==> config.mk <==
export PLATFORM = sky130hd
export DESIGN_NAME = ampel_timer
export DESIGN_NICKNAME = d
export VERILOG_FILES = /design/src/rtl/ampel_timer.sv
export SDC_FILE = /design/constraint.sdc
export NUM_CORES = 1
export LEC_CHECK = 0
export CAP_MARGIN = 20
export CORE_MARGIN = 4
export CORE_UTILIZATION = 35
export CTS_BUF_LIST = sky130_fd_sc_hd__clkbuf_8
export CTS_CLUSTER_DIAMETER = 40
export DETAILED_ROUTE_END_ITERATION = 6
export GPL_TIMING_DRIVEN = 0
export SLEW_MARGIN = 25
export SYNTH_ARGS = -nofsm -noshare
export SYNTH_HDL_FRONTEND = slang
export SYNTH_SLANG_ARGS = --single-unit
==> constraint.sdc <==
create_clock -name clk -period 5.1 [get_ports clk]
set_input_delay 0.765 -clock clk [delete_from_list [all_inputs] [get_ports clk]]
set_output_delay 0.765 -clock clk [all_outputs]
set_load 0.03 [all_outputs]
==> src/rtl/ampel_timer.sv <==
// Phase timer, second prescaler and pedestrian-button conditioning for the traffic-light controller.
// Define AMPEL_F_LATCH_EN to make the pedestrian requests sticky until cleared by *_f_clr.
module ampel_timer #(
  parameter int unsigned TICK_DIV = 50_000_000,
  parameter int unsigned DEB_CYC  = 1_000_000
) (
  input  logic       clk,
  input  logic       reset_n,
  input  logic       load,
  input  logic [4:0] init,
  output logic [4:0] count,
  output logic       ready,
  input  logic       hs_f_btn,
  input  logic       ns_f_btn,
  input  logic       hs_f_clr,
  input  logic       ns_f_clr,
  output logic       hs_f_an,
  output logic       ns_f_an
);

  localparam int unsigned PW = (TICK_DIV > 1) ? $clog2(TICK_DIV) : 1;
  localparam int unsigned DW = $clog2(DEB_CYC + 1);
  localparam logic [PW-1:0] PRESC_MAX = PW'(TICK_DIV - 1);
  localparam logic [DW-1:0] DEB_MAX   = DW'(DEB_CYC - 1);

  localparam logic [0:0] ST_IDLE = 1'b0;
  localparam logic [0:0] ST_RUN  = 1'b1;

  logic [PW-1:0] presc_q, presc_d;
  logic [4:0]    count_q, count_d;
  logic          ready_q, ready_d;
  logic [0:0]    state_q, state_d;
  logic          tick;

  assign tick = (presc_q == PRESC_MAX);

  // Load wins over a coincident tick, so a reload always suppresses a pending expiry.
  always_comb begin
    presc_d = tick ? '0 : presc_q + 1'b1;
    count_d = count_q;
    ready_d = 1'b0;
    state_d = state_q;
    if (load) begin
      count_d = init;
      presc_d = '0;
      if (init == 5'd0) begin
        ready_d = 1'b1;
        state_d = ST_IDLE;
      end else begin
        state_d = ST_RUN;
      end
    end else if (tick && (state_q == ST_RUN)) begin
      count_d = count_q - 5'd1;
      if (count_q == 5'd1) begin
        ready_d = 1'b1;
        state_d = ST_IDLE;
      end
    end
  end

  always_ff @(posedge clk or negedge reset_n) begin
    if (!reset_n) begin
      presc_q <= '0;
      count_q <= '0;
      ready_q <= 1'b0;
      state_q <= ST_IDLE;
    end else begin
      presc_q <= presc_d;
      count_q <= count_d;
      ready_q <= ready_d;
      state_q <= state_d;
    end
  end

  assign count = count_q;
  assign ready = ready_q;

  logic [1:0] btn_raw;
  logic [1:0] f_clr;
  logic [1:0] f_an;

  assign btn_raw = {ns_f_btn, hs_f_btn};
  assign f_clr   = {ns_f_clr, hs_f_clr};
  assign hs_f_an = f_an[0];
  assign ns_f_an = f_an[1];

  for (genvar ch = 0; ch < 2; ch++) begin : g_chan
    logic          sync1_q, sync1_d;
    logic          sync2_q, sync2_d;
    logic          lvl_q, lvl_d;
    logic [DW-1:0] cnt_q, cnt_d;

    // The level flips on the edge where the counter would reach DEB_CYC.
    always_comb begin
      sync1_d = btn_raw[ch];
      sync2_d = sync1_q;
      lvl_d   = lvl_q;
      cnt_d   = '0;
      if (sync2_q != lvl_q) begin
        if (cnt_q == DEB_MAX) begin
          lvl_d = ~lvl_q;
        end else begin
          cnt_d = cnt_q + 1'b1;
        end
      end
    end

    always_ff @(posedge clk or negedge reset_n) begin
      if (!reset_n) begin
        sync1_q <= 1'b0;
        sync2_q <= 1'b0;
        lvl_q   <= 1'b0;
        cnt_q   <= '0;
      end else begin
        sync1_q <= sync1_d;
        sync2_q <= sync2_d;
        lvl_q   <= lvl_d;
        cnt_q   <= cnt_d;
      end
    end

`ifdef AMPEL_F_LATCH_EN
    logic an_q, an_d;

    // Set tracks lvl_d so the request rises on the same edge as the debounced level; set beats clear.
    always_comb begin
      an_d = an_q;
      if (lvl_d && !lvl_q) begin
        an_d = 1'b1;
      end else if (f_clr[ch]) begin
        an_d = 1'b0;
      end
    end

    always_ff @(posedge clk or negedge reset_n) begin
      if (!reset_n) begin
        an_q <= 1'b0;
      end else begin
        an_q <= an_d;
      end
    end

    assign f_an[ch] = an_q;
`else
    logic unused_clr;
    assign unused_clr = f_clr[ch];
    assign f_an[ch]   = lvl_q;
`endif
  end

endmodule

==> results.yml <==
floorplanning:
  num_io_pins: 20
  dieArea_um2: 13000
  die_w_um: 114
  die_h_um: 114
  core_um2: 10900
  start_util: 0.360
  num_rows: 38
clock_tree:
  hold_buffers: 0
  cts_buffers: 9
  cts_buffer_depth: 2
  cts_tree: "built"
  post_cts_buffers: 0
  numClockSinks: 79
  clockRootBuffer: "clkbuf_8"
  cts.reportedPaths.clkPinSlew_ns: 0.08
  ctsResizeCount: 0
  cts_max_level: 3
  insertion_delay_ns: 0.36
synthesis:
  synth-edff-count: 0
  async_flop_share: 1.00
  synthMostInstantiatedCell: "dfrtp_1"
  ys_types: 39
  ys_ff_latch: 79
  syn_nets: 427
  synth.yosys.seq_area_share: 0.502
  ys_warn_count: 0
  synthCells: 410
  synth_area_leaders: "dfrtp_1 (50%), xnor2_1 (6.0%), nor2_1 (5.1%)"
  synth_area_per_cell_um2: 9.61
  synth_area_um2: 3940
  yosys.area.top_type: "dfrtp_1"
  synth_common_cells: "dfrtp_1 (79), nor2_1 (54), xnor2_1 (27)"
  synth_top_area_frac: 0.502
  synth_flop_cell: "dfrtp_1"
global_routing:
  grt_busiest_layer: "met2"
  grt_usage: 0.135
  grt_use_met1: 0.175
  grt_max_degree: 54
  antenna_found_initial: 0
  gr-total-overflow: 0
  grt_pass1_vias: 3026
  use_met3: 0.0307
  grt_pass1_wl_mm: 14.1
  grt_use_met2: 0.214
setup_path:
  cp_max_fo: 10
  critPathKind: "reg -> reg"
  reg2reg_slack_ns: 2.43
  cp-endpoint: "presc_q[8]$_DFF_PN0_"
  r2r-start: "presc_q[0]$_DFF_PN0_"
  r2r_cells: 8
  arrival_ns: 2.91
  timing.rr.end: "presc_q[8]$_DFF_PN0_"
  crit_required_ns: 5.34
  worst_setup_path_end_kind: "flop"
  crit_start: "presc_q[0]$_DFF_PN0_"
  cp-start-kind: "flop"
placement:
  place.gp.congestion: 0.807
  dpl.cell_count: 568
  hpwl_mm: 5.69
  dp_slack_ns: 2.46
  io_buffer_count: 17
timing:
  fin_tns_setup_ns: 0
  maxSlewViolCount: 0
  fin_crit_sh: 0.523
  max_slew.worst_pin.slew_ns: 0.703
  setup_slack_ns: 2.43
  skew_ns: 0.0118
  slew_headroom: 0.529
  period_minus_slack_ns: 2.67
  setup_violations: 0
  final_hold_viol_count: 0
  timing.fmax_mhz: 375
  grt_setup_unrepaired: "false"
detailed_routing:
  firstDrtPassIters: 5
  viasPerCell: 5.31
  vias: 3099
  wl_per_cell_um: 14.0
  antenna_left: 0
  drcViolationCount: 0
  drt_iter0_drc: 237
  wirelength_mm: 8.17
power_and_ir_drop:
  p_leak_nw: 1.73
  power_density_nw_per_um2: 267
  peakVddDrop_v: 0.000124
final_layout:
  fillers: 1093
  fin_nets: 456
  antenna_cells_inserted: 0
  drive_above_1_share: 0.0676
  area_growth_pct: 14.8
  fin_cells: 584
job:
  cap_violations: 0
run_status:
  run_status: "finished, final reports clean"
min_path:
  hp-class: "in -> async"
## sequential cells by signal (all words and copies together) (netlist names)
name	flops
g_chan.cnt_q	40
presc_q	26
count	5
g_chan.sync1_q	2
g_chan.sync2_q	2
hs_f_an	1
ns_f_an	1
ready	1
state_q	1
## cell type report
type	count	area (um^2)	area share
Inverter	18	67.6	0.0149
Tap cell	140	175	0.0387
Multi-Input combinational cell	300	1850	0.408
Clock inverter	5	56.3	0.0124
Sequential cell	79	1980	0.437
Buffer	13	53.8	0.0119
Clock buffer	11	151	0.0335
Timing Repair Buffer	18	195	0.0432
## power breakdown
group	leakage, nW	internal (mW)	total [mW]	switching (mW)
registers	1.07	0.638	0.649	0.0116
clock network	0.105	0.252	0.486	0.235
logic	0.557	0.0279	0.0736	0.0458
## logic make-up (layout without fill, tap and decap cells)
| kind of cell | after synthesis | count (layout) | share of synthesized area |
|---|---|---|---|
| mux | 2 | 2 | 0.00572 |
| xor+xnor | 41 | 41 | 0.0911 |
| fa+ha+maj | 5 | 5 | 0.0159 |
| compound gates | 57 | 57 | 0.0870 |
| flops | 79 | 79 | 0.502 |
| buf+inv | 31 | 65 | 0.0308 |
| simple gates | 195 | 195 | 0.268 |
## cell usage in the layout, fill, tap and decap left out, types with 10 or more instances in the layout
cell,netlist,final
a21oi_1,20,20
clkbuf_8,0,11
clkdlybuf4s50_1,0,16
dfrtp_1,79,79
inv_1,17,17
nand2_1,19,19
nand3_1,25,25
nand4_1,17,17
nor2_1,54,54
nor3_1,10,10
nor4_1,10,10
o21ai_0,14,14
o31ai_1,13,12
or3_1,17,17
or4_1,17,17
xnor2_1,27,27
xor2_1,14,14
## stage by stage
| step | cell area, um^2 | util | power, mW | hold slack [ns] |
|---|---|---|---|---|
| 2_1_floorplan | 3940 | - | 0.695 | 0.331 |
| 3_3_place_gp | 4290 | 0.392 | 0.734 | 0.340 |
| 3_5_place_dp | 4320 | 0.395 | 0.738 | 0.352 |
| 4_1_cts | 4520 | 0.414 | 1.23 | 0.312 |
| 5_1_grt | 4520 | 0.414 | 1.27 | 0.324 |
| 6_report | 4520 | 0.414 | 1.21 | 0.311 |
## layer usage
layer / wire (um) / vias up / share of wire
met5: 0 / - / 0
met4: 126 / 0 / 0.015
met3: 263 / 13 / 0.032
met2: 3860 / 49 / 0.47
met1: 3920 / 1498 / 0.48
li1: - / 1539 / -
## worst min-delay path by stage
stage and to:
2_1_floorplan g_chan[0].sync2_q$_DFF_PN0_, 3_3_place_gp g_chan[0].sync2_q$_DFF_PN0_, 4_1_cts g_chan[0].cnt_q[16]$_DFF_PN0_, 6_report g_chan[0].cnt_q[16]$_DFF_PN0_
3_5_place_dp g_chan[0].sync2_q$_DFF_PN0_, 5_1_grt g_chan[0].cnt_q[16]$_DFF_PN0_
## critical path, stage by stage, from the launching register on
cell and delay [ns]:
dfrtp_1 0.39, ha_1 0.21, and4_1 0.20, clkbuf_1 0.26, or4b_1 0.48, clkbuf_1 0.23
o21ai_1 0.38, buf_2 0.32, nor2_1 0.08
No activity file was read; power rests on OpenSTA's default activity.
